### src/rtl/zaxxon_rom_arbiter_if.sv
`default_nettype none
// ============================================================================
// zaxxon_rom_arbiter_if : bus bundle between the ROM arbiter, its clients
//                         (download, video, CPU) and the shared ROM RAM.
// Rev 1.0
// ============================================================================
interface zaxxon_rom_arbiter_if #(
  parameter int ADDR_W = 17
);
  logic              dl_download;
  logic              dl_wr;
  logic [ADDR_W-1:0] dl_addr;
  logic [7:0]        dl_data;
  logic              vid_req;
  logic [ADDR_W-1:0] vid_addr;
  logic              vid_ack;
  logic [7:0]        vid_data;
  logic              cpu_req;
  logic [ADDR_W-1:0] cpu_addr;
  logic              cpu_ack;
  logic [7:0]        cpu_data;
  logic [ADDR_W-1:0] mem_addr;
  logic              mem_we;
  logic [7:0]        mem_din;
  logic [7:0]        mem_dout;
  logic              game_reset;
  logic              dl_overflow;
  logic [15:0]       dl_checksum;

  modport slave (
    input  dl_download, dl_wr, dl_addr, dl_data,
    input  vid_req, vid_addr, cpu_req, cpu_addr, mem_dout,
    output vid_ack, vid_data, cpu_ack, cpu_data,
    output mem_addr, mem_we, mem_din,
    output game_reset, dl_overflow, dl_checksum
  );

  modport master (
    output dl_download, dl_wr, dl_addr, dl_data,
    output vid_req, vid_addr, cpu_req, cpu_addr, mem_dout,
    input  vid_ack, vid_data, cpu_ack, cpu_data,
    input  mem_addr, mem_we, mem_din,
    input  game_reset, dl_overflow, dl_checksum
  );
endinterface
`default_nettype wire

### src/rtl/zaxxon_rom_arbiter.sv
`default_nettype none
// ============================================================================
// zaxxon_rom_arbiter : shares one synchronous ROM RAM between the HPS
//                      download writer, video fetch and CPU fetch; sequences
//                      the core reset. Optional macro: ROM_CHECKSUM_EN.
// Rev 1.0
// ============================================================================
module zaxxon_rom_arbiter #(
  parameter int ADDR_W      = 17,
  parameter int CPU_STARVE  = 4,
  parameter int HOLD_CYCLES = 16
) (
  input wire logic            clock_24,
  input wire logic            reset_n,
  zaxxon_rom_arbiter_if.slave bus
);
  localparam int SW = $clog2(CPU_STARVE + 1);

  typedef enum logic [1:0] {
    S_IDLE = 2'd0,
    S_WAIT = 2'd1,
    S_CAP  = 2'd2
  } state_t;

  state_t            state_q;
  logic              win_cpu_q;
  logic [SW-1:0]     starve_q;
  logic              buf_full_q;
  logic [ADDR_W-1:0] buf_addr_q;
  logic [7:0]        buf_data_q;
  logic [ADDR_W-1:0] mem_addr_q;
  logic              mem_we_q;
  logic [7:0]        mem_din_q;
  logic              vid_ack_q, cpu_ack_q;
  logic [7:0]        vid_data_q, cpu_data_q;
  logic              game_reset_q;
  logic [7:0]        hold_q;
  logic              overflow_q;

  logic dl_wr_v, arb_edge, grant_ok, grant_vid, grant_cpu;

  always_comb begin
    dl_wr_v   = bus.dl_wr & bus.dl_download;
    arb_edge  = (state_q == S_IDLE) | (state_q == S_CAP);
    grant_ok  = arb_edge & ~bus.dl_download & ~buf_full_q;
    grant_cpu = grant_ok & bus.cpu_req &
                (~bus.vid_req | (starve_q == SW'(CPU_STARVE)));
    grant_vid = grant_ok & bus.vid_req & ~grant_cpu;
  end

  always_ff @(posedge clock_24) begin
    if (!reset_n) begin
      state_q    <= S_IDLE;
      win_cpu_q  <= 1'b0;
      starve_q   <= '0;
      buf_full_q <= 1'b0;
      buf_addr_q <= '0;
      buf_data_q <= '0;
      mem_addr_q <= '0;
      mem_we_q   <= 1'b0;
      mem_din_q  <= '0;
      vid_ack_q  <= 1'b0;
      cpu_ack_q  <= 1'b0;
      vid_data_q <= '0;
      cpu_data_q <= '0;
      overflow_q <= 1'b0;
    end else begin
      mem_we_q  <= 1'b0;
      vid_ack_q <= 1'b0;
      cpu_ack_q <= 1'b0;
      if (state_q == S_WAIT) begin
        state_q <= S_CAP;
        if (dl_wr_v) begin
          if (buf_full_q) begin
            overflow_q <= 1'b1;
          end else begin
            buf_full_q <= 1'b1;
            buf_addr_q <= bus.dl_addr;
            buf_data_q <= bus.dl_data;
          end
        end
      end else begin
        if (state_q == S_CAP) begin
          if (win_cpu_q) begin
            cpu_data_q <= bus.mem_dout;
            cpu_ack_q  <= 1'b1;
          end else begin
            vid_data_q <= bus.mem_dout;
            vid_ack_q  <= 1'b1;
          end
        end
        // A buffered byte drains first; a byte arriving on that same edge is lost.
        if (buf_full_q) begin
          mem_addr_q <= buf_addr_q;
          mem_din_q  <= buf_data_q;
          mem_we_q   <= 1'b1;
          buf_full_q <= 1'b0;
          state_q    <= S_IDLE;
          if (dl_wr_v) overflow_q <= 1'b1;
        end else if (dl_wr_v) begin
          mem_addr_q <= bus.dl_addr;
          mem_din_q  <= bus.dl_data;
          mem_we_q   <= 1'b1;
          state_q    <= S_IDLE;
        end else if (grant_vid | grant_cpu) begin
          mem_addr_q <= grant_cpu ? bus.cpu_addr : bus.vid_addr;
          win_cpu_q  <= grant_cpu;
          state_q    <= S_WAIT;
        end else begin
          state_q <= S_IDLE;
        end
      end
      if (!bus.cpu_req || grant_cpu) begin
        starve_q <= '0;
      end else if (grant_vid && (starve_q != SW'(CPU_STARVE))) begin
        starve_q <= starve_q + 1'b1;
      end
    end
  end

  // Core reset is held through the download and for HOLD_CYCLES afterwards.
  always_ff @(posedge clock_24) begin
    if (!reset_n) begin
      game_reset_q <= 1'b1;
      hold_q       <= 8'(HOLD_CYCLES);
    end else if (bus.dl_download) begin
      game_reset_q <= 1'b1;
      hold_q       <= 8'(HOLD_CYCLES);
    end else if (hold_q != 8'd0) begin
      hold_q <= hold_q - 8'd1;
      if (hold_q == 8'd1) game_reset_q <= 1'b0;
    end
  end

`ifdef ROM_CHECKSUM_EN
  logic        dl_prev_q;
  logic [15:0] checksum_q;

  always_ff @(posedge clock_24) begin
    if (!reset_n) begin
      dl_prev_q  <= 1'b0;
      checksum_q <= '0;
    end else begin
      dl_prev_q <= bus.dl_download;
      if (bus.dl_download && !dl_prev_q) begin
        checksum_q <= '0;
      end else if (mem_we_q) begin
        checksum_q <= checksum_q + {8'd0, mem_din_q};
      end
    end
  end

  assign bus.dl_checksum = checksum_q;
`else
  assign bus.dl_checksum = 16'd0;
`endif

  assign bus.mem_addr    = mem_addr_q;
  assign bus.mem_we      = mem_we_q;
  assign bus.mem_din     = mem_din_q;
  assign bus.vid_ack     = vid_ack_q;
  assign bus.vid_data    = vid_data_q;
  assign bus.cpu_ack     = cpu_ack_q;
  assign bus.cpu_data    = cpu_data_q;
  assign bus.game_reset  = game_reset_q;
  assign bus.dl_overflow = overflow_q;
endmodule
`default_nettype wire

### src/flat_wrapper.sv
// flat-port wrapper written by rule: the top's interface ports become plain ports
module zaxxon_rom_arbiter_flat 
#(
  parameter int ADDR_W      = 17,
  parameter int CPU_STARVE  = 4,
  parameter int HOLD_CYCLES = 16
)
  (clock_24, reset_n, bus_dl_download, bus_dl_wr, bus_dl_addr, bus_dl_data, bus_vid_req, bus_vid_addr, bus_cpu_req, bus_cpu_addr, bus_mem_dout, bus_vid_ack, bus_vid_data, bus_cpu_ack, bus_cpu_data, bus_mem_addr, bus_mem_we, bus_mem_din, bus_game_reset, bus_dl_overflow, bus_dl_checksum);
  zaxxon_rom_arbiter_if #(.ADDR_W(ADDR_W)) bus_i ();
  input wire logic clock_24;
  input wire logic reset_n;
  input wire logic [$bits(bus_i.dl_download)-1:0] bus_dl_download;
  input wire logic [$bits(bus_i.dl_wr)-1:0] bus_dl_wr;
  input wire logic [$bits(bus_i.dl_addr)-1:0] bus_dl_addr;
  input wire logic [$bits(bus_i.dl_data)-1:0] bus_dl_data;
  input wire logic [$bits(bus_i.vid_req)-1:0] bus_vid_req;
  input wire logic [$bits(bus_i.vid_addr)-1:0] bus_vid_addr;
  input wire logic [$bits(bus_i.cpu_req)-1:0] bus_cpu_req;
  input wire logic [$bits(bus_i.cpu_addr)-1:0] bus_cpu_addr;
  input wire logic [$bits(bus_i.mem_dout)-1:0] bus_mem_dout;
  output wire logic [$bits(bus_i.vid_ack)-1:0] bus_vid_ack;
  output wire logic [$bits(bus_i.vid_data)-1:0] bus_vid_data;
  output wire logic [$bits(bus_i.cpu_ack)-1:0] bus_cpu_ack;
  output wire logic [$bits(bus_i.cpu_data)-1:0] bus_cpu_data;
  output wire logic [$bits(bus_i.mem_addr)-1:0] bus_mem_addr;
  output wire logic [$bits(bus_i.mem_we)-1:0] bus_mem_we;
  output wire logic [$bits(bus_i.mem_din)-1:0] bus_mem_din;
  output wire logic [$bits(bus_i.game_reset)-1:0] bus_game_reset;
  output wire logic [$bits(bus_i.dl_overflow)-1:0] bus_dl_overflow;
  output wire logic [$bits(bus_i.dl_checksum)-1:0] bus_dl_checksum;
  assign bus_i.dl_download = bus_dl_download;
  assign bus_i.dl_wr = bus_dl_wr;
  assign bus_i.dl_addr = bus_dl_addr;
  assign bus_i.dl_data = bus_dl_data;
  assign bus_i.vid_req = bus_vid_req;
  assign bus_i.vid_addr = bus_vid_addr;
  assign bus_i.cpu_req = bus_cpu_req;
  assign bus_i.cpu_addr = bus_cpu_addr;
  assign bus_i.mem_dout = bus_mem_dout;
  assign bus_vid_ack = bus_i.vid_ack;
  assign bus_vid_data = bus_i.vid_data;
  assign bus_cpu_ack = bus_i.cpu_ack;
  assign bus_cpu_data = bus_i.cpu_data;
  assign bus_mem_addr = bus_i.mem_addr;
  assign bus_mem_we = bus_i.mem_we;
  assign bus_mem_din = bus_i.mem_din;
  assign bus_game_reset = bus_i.game_reset;
  assign bus_dl_overflow = bus_i.dl_overflow;
  assign bus_dl_checksum = bus_i.dl_checksum;
  zaxxon_rom_arbiter #(.ADDR_W(ADDR_W), .CPU_STARVE(CPU_STARVE), .HOLD_CYCLES(HOLD_CYCLES)) u_core (.clock_24(clock_24), .reset_n(reset_n), .bus(bus_i));
endmodule
### config.mk
export PLATFORM = sky130hd
export DESIGN_NAME = zaxxon_rom_arbiter_flat
export DESIGN_NICKNAME = d
export VERILOG_FILES = /design/src/rtl/zaxxon_rom_arbiter_if.sv /design/src/rtl/zaxxon_rom_arbiter.sv /design/src/flat_wrapper.sv
export SDC_FILE = /design/constraint.sdc
export NUM_CORES = 1
export LEC_CHECK = 0
export ABC_AREA = 1
export BUFFER_PORTS_ARGS = -buffer_cell sky130_fd_sc_hd__buf_2
export CORE_ASPECT_RATIO = 1.25
export CORE_MARGIN = 1
export CORE_UTILIZATION = 55
export CTS_CLUSTER_DIAMETER = 60
export DETAILED_ROUTE_END_ITERATION = 10
export PLACE_DENSITY = 0.95
export SYNTH_ARGS = -nofsm -noshare
export SYNTH_HDL_FRONTEND = slang
export SYNTH_SLANG_ARGS = --single-unit
### constraint.sdc
create_clock -name clock_24 -period 4.2 [get_ports clock_24]
set_clock_uncertainty 0.2 [all_clocks]
set_input_delay 0.84 -clock clock_24 [delete_from_list [all_inputs] [get_ports clock_24]]
set_output_delay 0.84 -clock clock_24 [all_outputs]
set_load 0.03 [all_outputs]
==> results of run 1 <==
==> cell usage in the layout, fill, tap and decap left out, types with 2 or more instances in the layout <==
cell | synthesis | final
xor2_1 | 2 | 2
o21bai_1 | 17 | 17
inv_1 | 65 | 65
a21oi_1 | 61 | 61
clkinv_2 | 1 | 3
o21ai_0 | 28 | 28
nand2_1 | 128 | 128
nor2_1 | 20 | 20
ha_1 | 4 | 4
inv_2 | 5 | 5
dfxtp_1 | 86 | 86
clkbuf_1 | 9 | 2
a21boi_0 | 17 | 17
nand3_1 | 24 | 24
o21ai_1 | 20 | 20
a31oi_1 | 8 | 8
nor3_2 | 2 | 2
clkbuf_8 | 0 | 10
o21a_1 | 2 | 2
bufinv_16 | 0 | 2
conb_1 | 1 | 16
xnor2_1 | 2 | 2
buf_2 | 8 | 118
nand2_2 | 4 | 4
==> worst register-to-register path, cell delays in order, from the launching register on <==
cell and delay (ns):
dfxtp_1 1.08, nor2_4 0.25, nand2_2 0.47, clkinv_2 0.45, o21ai_0 0.28, a21oi_1 0.06
==> routing by layer <==
layer | vias up | wire (µm) | track usage (%)
met1 | 1767 | 4000 | 30.23
met2 | 160 | 5070 | 46.09
met4 | 0 | 150 | 9.650
met3 | 15 | 688 | 5.648
li1 | 1939 | - | -
met5 | - | 0 | 0
==> power by group <==
group	total, mW	leakage (nW)	internal, mW	switching [mW]
Combinational	0.317	1.47	0.0988	0.218
Sequential	0.879	0.701	0.855	0.0242
Clock	0.628	0.110	0.350	0.278
Total	1.82	2.28	1.30	0.520
==> path summary, 6_finish.rpt <==
check,start,cells past startpoint,end
hold / removal,u_core.bus.cpu_data[4]$_SDFFE_PN0P_,2,u_core.bus.cpu_data[4]$_SDFFE_PN0P_
setup reg to reg,u_core.buf_full_q$_SDFFE_PN0P_,5,u_core.buf_data_q[7]$_SDFFE_PN0P_
setup / recovery,u_core.buf_full_q$_SDFFE_PN0P_,5,u_core.buf_data_q[7]$_SDFFE_PN0P_
hold reg to reg,u_core.bus.cpu_data[4]$_SDFFE_PN0P_,2,u_core.bus.cpu_data[4]$_SDFFE_PN0P_
==> flip-flops by register name, summed over array words and instances, names as in the netlist <==
signal / flops
u_core.buf_addr_q: 17
u_core.bus.mem_addr: 17
u_core.buf_data_q: 8
u_core.bus.cpu_data: 8
u_core.bus.mem_din: 8
u_core.bus.vid_data: 8
u_core.hold_q: 8
u_core.starve_q: 3
u_core.state_q: 2
u_core.buf_full_q: 1
u_core.bus.cpu_ack: 1
u_core.bus.dl_overflow: 1
u_core.bus.game_reset: 1
u_core.bus.mem_we: 1
u_core.bus.vid_ack: 1
u_core.win_cpu_q: 1
==> metrics by stage <==
stage	power, mW	util (%)	hold WS [ns]	std cells
after floorplan	1.132	-	0.2448	568
after global routing	1.903	67.43	0.2702	748
after CTS	1.832	67.43	0.2483	748
final	1.824	67.43	0.2467	748
after detailed placement	1.211	64.39	0.2354	732
after global placement	1.202	64.39	0.2293	732
==> cell type report <==
type	count	share of cell area (%)
clock buffers	12	3.048
flip-flops and latches	86	36.15
repair buffers	118	12.40
inverters	72	5.702
multi-input cells	366	38.86
clock inverters	4	1.471
well taps	90	2.365
==> kinds of logic (layout without fill, tap and decap cells) <==
family                   Yosys count  after routing
XOR/XNOR                           4              4
flip-flops                        86             86
AO/OA/AOI/OAI                    156            156
adder cells (fa/ha/maj)            4              4
AND/OR/NAND/NOR                  186            186
other                              1             16
buffers and inverters            116            206
==> key figures, run 1 <==
Placement
  • Routability cong.: about 0.79
  • DP HPWL: 7022 µm
  • Dpl ws: approximately 1.1 ns
  • Area after DPL: 4547 µm²
  • # port buffers: ~120

STA
  • # setup viols final: 0
  • Highest Clock Rate: 0.3450 GHz
  • Setup TNS: 0 ns
  • Max_slew headroom: 23.83%
  • Final count of hold timing violations: 0
  • Pins Over Slew Limit: 0
  • Fin worst setup slack: ~1.3 ns
  • Tcrit/Tclk final: 69.00%
  • Minimum clock period: 2.898 ns
  • RSZ-0062 raised after global routing: false
  • Worst-margin pin slew: 1.143 ns

Global routing
  • Initial antenna violation count: 0
  • First-pass GRT wire length: 15930 µm
  • Total gr overflow: 0
  • Vias in the first global route: around 3600
  • Total GRT Usage: 25.99%
  • Largest net degree at the start of global routing: 47

Yosys
  • Post-synthesis async set-or-reset flop share: 0%
  • Largest family of logic cells by synthesized area: compound AO/OA/AOI/OAI gates
  • Syn_area_per_cell: 7.403 µm²
  • Post-Syn Instances: 553
  • Netlist cell types: 37
  • Xor/xnor share of the synthesized area: 0.8557%
  • Post-synthesis mux area share: 0%
  • Top-count cell post-synth: nand2_1
  • Synth cell count leaders: nand2_1 (128), dfxtp_1 (86), inv_1 (65), a21oi_1 (61), o21ai_0 (28)
  • Seq cells post-synth: 86
  • Complex-gate fraction of the synthesized area: 21.76%
  • Simple-Gate Fraction of Synth Area: 19.90%
  • Most used DFF post-synth: dfxtp_1
  • Post-synthesis sequential area ratio: a little over two fifths
  • Area contributors post-synth: dfxtp_1 (42%), nand2_1 (12%), a21oi_1 (7.5%), inv_1 (6.0%), o21ai_0 (3.4%)
  • Yosys top cell area share: 42.05%
  • EDFF count, synth: 0
  • Adder-cell share of the synthesized area: about 1.2%
  • Synth warn: 0
  • Post-synth top area cell: dfxtp_1
  • Post-synthesis cell area: 4094 µm²

Hold path
  • Hold crit path type: register to register

CTS
  • Post-CTS Hold Buffers: 0
  • CTS tree: yes
  • # clock sinks: 86
  • Clk root buf: clkbuf_8
  • Clk Latency, worst-skew pair: 0.35 ns
  • H-tree levels: 3
  • Clock Path Buffers: 2
  • Clock buffer count from CTS: 9
  • Post-CTS setup buffers: 0
  • CTS resizes: 0
  • Reg clk slew, reported paths: 0.08 ns

Run status
  • Outcome: complete, no violations

Floorplanning
  • DIE AREA: 7795 µm²
  • # IOs: 135
  • Starting Density: 57.97%
  • Core Box Area: 7062 µm²
  • Die Y: approximately 100 µm
  • FP Rows: 34
  • DIE WIDTH: ~80 µm

Layout
  • Share of cells above drive strength 1: 23.10%
  • Fillers: 622
  • Layout area overhead: 16.32%
  • N_diodes: 0
  • Fin area: roughly 4800 µm²
  • Register area: 1722 µm²
  • Area occupied by multi-input gates: 1851 µm²
  • Layout net count: 730

Setup path
  • WS Path Type: register to register
  • CP Launch Type: register
  • CP Max Fanout: 28
  • Slowest cell on the critical path: dfxtp_1
  • Reg-to-reg setup timing slack: 1.30 ns
  • Critical Path Sink Type: register
  • Worst Path Arrival: 2.93 ns
  • Max incr delay on CP: about 1.1 ns
  • CP required: 4.23 ns
  • Buf/Inv on CP: 1
  • Delay-heaviest family, CP: flip-flops
  • Crit path cell chain: nor2_4 > nand2_2 > clkinv_2 > o21ai_0 > a21oi_1

Route
  • DRC violation count after routing: 0
  • Final ANT Viol Nets: 0
  • DR pass1 iterations: 5
  • Routed WL per cell: 13.25 µm
  • Vias: 3881
  • Initial drt markers: 181
  • Detail-routed via count per cell: 5.189
  • Wirelength, routed: 9911 µm

Power and ir drop
  • Pwr dens: between 300 and 400 nW/µm²
  • Leak: approximately 2.3 nW
  • Max VDD drop: between 0.2 and 0.25 mV

Job
  • Max_cap viols: 0
No activity file was read; power rests on OpenSTA's default activity.
==> run 2, diff against run 1 <==
CORE_UTILIZATION = 46   (was 55)
PLACE_DENSITY = 0.86   (was 0.95)
clock period = 2.6 ns   (was 4.2 ns; I/O delays follow)
==> key figures, run 2 (same netlist as run 1, synthesis figures left out) <==
CTS
  • CTS tree: yes
  • Clock buffer count from CTS: 9 (unchanged)
  • Clk root buf: clkbuf_8
  • H-tree levels: 3 (unchanged)
  • Clk Latency, worst-skew pair: 0.37 ns (+0.02 ns)
  • CTS resizes: 0 (unchanged)
  • # clock sinks: 86 (unchanged)
  • Reg clk slew, reported paths: 0.09 ns (about the same)
  • Post-CTS Hold Buffers: 0 (unchanged)
  • Post-CTS setup buffers: 0 (unchanged)
  • Clock Path Buffers: 2 (unchanged)

Setup path
  • CP required: 2.65 ns (-1.58 ns)
  • Worst Path Arrival: 2.09 ns (-0.84 ns)
  • CP Max Fanout: 14 (-50%)
  • CP Launch Type: register
  • Slowest cell on the critical path: a21oi_2
  • Max incr delay on CP: 0.49 ns (-0.59 ns)
  • Worst R2R Path Depth: 7 (+2)
  • Crit path cell chain: inv_1 > ha_1 > a21oi_2 > buf_4 > o21bai_1 > nand3_1 > a21oi_1
  • Critical Path Sink Type: register
  • WS Path Type: register to register

STA
  • Pins Over Slew Limit: 0 (unchanged)
  • Tcrit/Tclk final: 78.43% (+9.4 points)
  • Fin worst setup slack: 0.5609 ns (-0.7409 ns)
  • Final count of hold timing violations: 0 (unchanged)
  • Worst-margin pin slew: 0.6021 ns (-0.5404 ns)
  • Minimum clock period: 2.039 ns (-0.8591 ns)
  • Highest Clock Rate: 0.4904 GHz (+42%)
  • Max_slew headroom: 59.86% (+36 points)
  • # setup viols final: 0 (unchanged)
  • Setup TNS: 0 ns (unchanged)
  • RSZ-0062 raised after global routing: false

Floorplanning
  • Core Box Area: 8653 µm² (+23%)
  • FP Rows: 38 (+12%)
  • Starting Density: 47.31% (-11 points)
  • Die Y: 107.5 µm (+9.2%)
  • DIE WIDTH: 86.38 µm (+9.1%)
  • DIE AREA: 9284 µm² (+19%)
  • # IOs: 135 (unchanged)

Global routing
  • Largest net degree at the start of global routing: 35 (-26%)
  • First-pass GRT wire length: 15720 µm (-1.3%)
  • Vias in the first global route: 3588 (-0.36%)
  • Total GRT Usage: 21.59% (-4.4 points)
  • Initial antenna violation count: 0 (unchanged)
  • Total gr overflow: 0 (unchanged)

Run status
  • Outcome: complete, no violations

Route
  • Wirelength, routed: 9879 µm (-0.32%)
  • Top sig layer: met4
  • Met2 wire len: 5001 µm (-1.4%)
  • DRC violation count after routing: 0 (unchanged)
  • Detail-routed via count per cell: 4.950 (-4.6%)
  • Vias: 3876 (-0.13%)
  • DR pass1 iterations: 4 (-1)
  • Initial drt markers: 243 (+34%)
  • Routed WL per cell: 12.62 µm (-4.8%)
  • Routed wl met3: 597 µm (-13%)
  • Routed met1 length: 4061 µm (+1.5%)
  • Final ANT Viol Nets: 0 (unchanged)

Placement
  • Routability cong.: 0.8408 (+5.8%)
  • Cells after DPL: 767 (+4.8%)
  • # port buffers: 118 (unchanged)
  • Dpl ws: 0.5864 ns (-0.5323 ns)
  • DP HPWL: 7265 µm (+3.5%)

Hold path
  • Hold Path Depth: 3 (+1)
  • Hold crit path type: input port to register

Power and ir drop
  • Leak: 2.319 nW (+1.6%)
  • Pwr dens: 632.1 nW/µm² (+65%)
  • Max VDD drop: 0.3067 mV (+44%)

Layout
  • N_diodes: 0 (unchanged)
  • Final cell count without fillers: 783 (+4.7%)
  • Commonest non-fill, non-tap cell in the layout: nand2_1
  • Fillers: 829 (+33%)
  • Final core utilization: 56.25% (-11 points)
  • Most frequent cells in the layout: nand2_1 (128), buf_2 (118), dfxtp_1 (86), inv_1 (65), a21oi_1 (61)
  • Layout net count: 735 (+0.68%)
  • Share of cells above drive strength 1: 23.98% (+0.88 points)
  • Layout area overhead: 18.89%

Job
  • Max_cap viols: 0 (unchanged)
[run 2: cell count changes in the layout (fill, tap and decap cells not counted), sizes merged]
cell / change
buf: +5
bufinv: +1
clkbuf: -3
clkinv: +1
inv: +1
[run 2: area by class of cell]
class / count / area, µm² / share of cell area, %
clock inverters: 7 / 121.4 / 2.494
clock buffers: 9 / 123.9 / 2.545
flip-flops and latches: 86 / 1722 / 35.37
inverters: 72 / 271.5 / 5.578
multi-input cells: 366 / 1851 / 38.02
well taps: 120 / 150.1 / 3.085
repair buffers: 123 / 628.1 / 12.90
[run 2: worst max-delay path: cells and delay by family (launching register included)]
kind,cells,cell delay (ns)
flip-flops,1,0.38
adder cells (fa/ha/maj),1,0.20
buffers and inverters,2,0.39
AO/OA/AOI/OAI,3,0.67
AND/OR/NAND/NOR,1,0.08
[run 2: final timing paths]
| path | slack [ns] | to | startpoint |
|---|---|---|---|
| worst min register to register | 0.24 | u_core.bus.cpu_data[6]$_SDFFE_PN0P_ | u_core.bus.cpu_data[6]$_SDFFE_PN0P_ |
| worst max register to register | 0.56 | u_core.bus.mem_addr[8]$_SDFFE_PN0P_ | u_core.starve_q[0]$_SDFFE_PP0P_ |
| worst max-delay path | 0.56 | u_core.bus.mem_addr[8]$_SDFFE_PN0P_ | u_core.starve_q[0]$_SDFFE_PP0P_ |
| worst min-delay path | 0.21 | u_core.buf_addr_q[12]$_SDFFE_PN0P_ | bus_dl_addr[12] |
[run 2: report_power, final]
part	switching, mW	internal (mW)
logic	0.354	0.163
clock network	0.499	0.643
registers	0.0370	1.38
total	0.890	2.19
[run 2: per-stage QoR]
stage | instance area (µm²) | power, mW | hold WS, ns
after detailed placement | 4622 | 1.961 | 0.2322
after CTS | 4867 | 3.095 | 0.1949
final | 4867 | 3.077 | 0.2078
after global routing | 4867 | 3.205 | 0.2052
after global placement | 4622 | 1.949 | 0.2271
after floorplan | 4150 | 1.828 | 0.2448
[run 2: layer usage]
metal / GRT usage (%) / up-vias
li1: - / 1947
met1: 24.36 / 1767
met2: 38.89 / 143
met3: 5.215 / 19
met4: 8.095 / 0
met5: 0 / -
==> run 3, diff against run 2 <==
ABC_AREA = 0   (was 1)
CORE_UTILIZATION = 49   (was 46)
PLACE_DENSITY = 0.88   (was 0.86)
clock period = 1.94 ns   (was 2.6 ns; I/O delays follow)
==> key figures, run 3 <==
Run status
  • Outcome: complete, no violations

Floorplanning
  • DIE WIDTH: 80.17 µm (-7.2%)
  • FP Rows: 35 (-7.9%)
  • # IOs: 135 (unchanged)
  • Starting Density: 50.57% (+3.3 points)
  • Core Box Area: 7401 µm² (-14%)
  • DIE AREA: 7993 µm² (-14%)
  • Die Y: 99.71 µm (-7.2%)

Placement
  • # port buffers: 118 (unchanged)
  • DP HPWL: 6641 µm (-8.6%)
  • Routability cong.: 0.8111 (-3.5%)
  • Cells after DPL: 595 (-22%)
  • Dpl ws: -0.06802 ns (-0.6544 ns)

Global routing
  • Total gr overflow: 0 (unchanged)
  • First-pass GRT wire length: 14740 µm (-6.2%)
  • Vias in the first global route: 3249 (-9.4%)
  • Total GRT Usage: 23.68% (+2.1 points)
  • Largest net degree at the start of global routing: 35 (unchanged)
  • Initial antenna violation count: 0 (unchanged)

Route
  • DR pass1 iterations: 4 (unchanged)
  • Wirelength, routed: 9024 µm (-8.7%)
  • Top sig layer: met4
  • Initial drt markers: 198 (-19%)
  • Detail-routed via count per cell: 5.522 (+12%)
  • Routed met1 length: 3618 µm (-11%)
  • Met2 wire len: 4524 µm (-9.5%)
  • Final ANT Viol Nets: 0 (unchanged)
  • Routed wl met3: 607 µm (+1.7%)
  • Routed WL per cell: 14.77 µm (+17%)
  • DRC violation count after routing: 0 (unchanged)
  • Vias: 3374 (-13%)

CTS
  • Reg clk slew, reported paths: 0.08 ns (about the same)
  • # clock sinks: 86 (unchanged)
  • Post-CTS Hold Buffers: 0 (unchanged)
  • Clk root buf: clkbuf_8
  • Clk Latency, worst-skew pair: 0.34 ns (-0.03 ns)
  • H-tree levels: 3 (unchanged)
  • Post-CTS setup buffers: 0 (unchanged)
  • Clock Path Buffers: 2 (unchanged)
  • Clock buffer count from CTS: 9 (unchanged)
  • CTS tree: yes

STA
  • Highest Clock Rate: 0.5531 GHz (+13%)
  • Setup TNS: 0 ns (unchanged)
  • Final count of hold timing violations: 0 (unchanged)
  • Pins Over Slew Limit: 0 (unchanged)
  • Minimum clock period: 1.808 ns (-0.2312 ns)
  • # setup viols final: 0 (unchanged)
  • Fin worst setup slack: 0.1321 ns (-0.4288 ns)
  • Worst-margin pin slew: 0.6154 ns (+0.01330 ns)
  • Max_slew headroom: 58.85% (-1.0 points)
  • Tcrit/Tclk final: 93.19% (+15 points)
  • RSZ-0062 raised after global routing: false
  • Fin Hold WS: 0.07274 ns (-0.1351 ns)

Yosys
  • EDFF count, synth: 0 (unchanged)
  • Post-synthesis cell area: 3742 µm² (-8.6%)
  • Area contributors post-synth: dfxtp_1 (46%), mux2i_1 (6.4%), nand2_1 (4.3%), nor2_1 (4.2%), a41oi_2 (3.9%)
  • Top-count cell post-synth: dfxtp_1
  • Synth warn: 0 (unchanged)
  • Most used DFF post-synth: dfxtp_1
  • Synth cell count leaders: dfxtp_1 (86), nand2_1 (43), nor2_1 (42), mux2i_1 (24), nand3_1 (20)
  • Post-Syn Instances: 396 (-28%)
  • Yosys top cell area share: 46.00% (+4.0 points)
  • Syn_area_per_cell: 9.450 µm² (+28%)
  • Post-synth top area cell: dfxtp_1
  • Post-synthesis sequential area ratio: 46.00% (+4.0 points)
  • Netlist cell types: 46 (+24%)
  • Seq cells post-synth: 86 (unchanged)
  • Post-synthesis async set-or-reset flop share: 0% (unchanged)

Hold path
  • Hold crit path type: input port to register

Layout
  • N_diodes: 0 (unchanged)
  • Final cell count without fillers: 611 (-22%)
  • Commonest non-fill, non-tap cell in the layout: buf_2
  • Share of cells above drive strength 1: 32.76% (+8.8 points)
  • Layout net count: 591 (-20%)
  • Final core utilization: 61.89% (+5.6 points)
  • Most frequent cells in the layout: buf_2 (118), dfxtp_1 (86), nand2_1 (43), nor2_1 (42), mux2i_1 (24)
  • Layout area overhead: 22.40%

Power and ir drop
  • Max VDD drop: 0.5589 mV (+82%)
  • Pwr dens: 837.6 nW/µm² (+33%)
  • Leak: 2.014 nW (-13%)

Setup path
  • Critical Path Sink Type: register
  • Reg-to-reg setup timing slack: 0.13 ns (-0.43 ns)
  • Crit path cell chain: inv_1 > ha_1 > a21bo_2 > and3_2 > nand2_1 > a41oi_2
  • CP required: 1.96 ns (-0.69 ns)
  • CP Launch Type: register
  • Slowest cell on the critical path: dfxtp_1
  • WS Path Type: register to register
  • CP Max Fanout: 18 (+4)
  • Max incr delay on CP: 0.35 ns (-0.14 ns)
  • Worst Path Arrival: 1.83 ns (-0.26 ns)

Job
  • Max_cap viols: 0 (unchanged)
run 3: layer usage:
layer | global-route usage, % | vias to the layer above
li1 | - | 1617
met1 | 28.66 | 1591
met2 | 39.38 | 142
met3 | 4.862 | 24
met4 | 11.95 | 0
met5 | 0 | -
run 3: kinds of logic (layout without fill, tap and decap cells):
logic type	count (synthesis)	after routing	synth area share, %
muxes	24	24	6.419
xor gates and xnor gates	5	5	1.170
adders and majority gates	4	4	1.337
and+or+nand+nor	131	131	16.12
DFF	86	86	46.00
other	1	16	0.1002
AOI/OAI and AO/OA	96	96	20.43
buffers and inverters	49	157	8.425
run 3: cell type report:
| cell class | instances | area (µm²) |
|---|---|---|
| well taps | 92 | 115.1 |
| flip-flops and latches | 86 | 1722 |
| multi-input cells | 276 | 1768 |
| inverters | 6 | 22.52 |
| clock inverters | 4 | 55.05 |
| fillers | 644 | 2820 |
| repair buffers | 135 | 743.2 |
| clock buffers | 12 | 155.1 |
run 3: report_power, final:
group	internal, mW	switching, mW
clock	0.671	0.620
combinational	0.233	0.417
sequential	1.84	0.0500
run 3: critical path, delay by kind of cell (launching register included):
kind	cells	cell delay, ns
and+or+nand+nor	2	0.49
AOI/OAI and AO/OA	2	0.36
adders and majority gates	1	0.20
buffers and inverters	1	0.08
DFF	1	0.35
run 3: worst paths after layout:
path	cells past startpoint	startpoint	endpoint
setup / recovery	6	u_core.starve_q[0]$_SDFFE_PP0P_	u_core.bus.mem_addr[16]$_SDFFE_PN0P_
hold / removal	2	bus_dl_addr[4]	u_core.buf_addr_q[4]$_SDFFE_PN0P_
hold reg to reg	2	u_core.bus.game_reset$_SDFFE_PP1P_	u_core.bus.game_reset$_SDFFE_PP1P_
setup reg to reg	6	u_core.starve_q[0]$_SDFFE_PP0P_	u_core.bus.mem_addr[16]$_SDFFE_PN0P_
run 3: per-stage QoR:
stage	total power, mW	cell area (µm²)
after global routing	4.010	4581
after floorplan	2.391	3799
after global placement	2.560	4369
final	3.837	4581
after detailed placement	2.582	4369
after CTS	3.865	4581
run 3: timing repair:
item | CTS | global route
setup endpoints to repair | 17 | 0
gates resized for setup | 1 | 0
endpoints found under the hold margin | 0 | 0
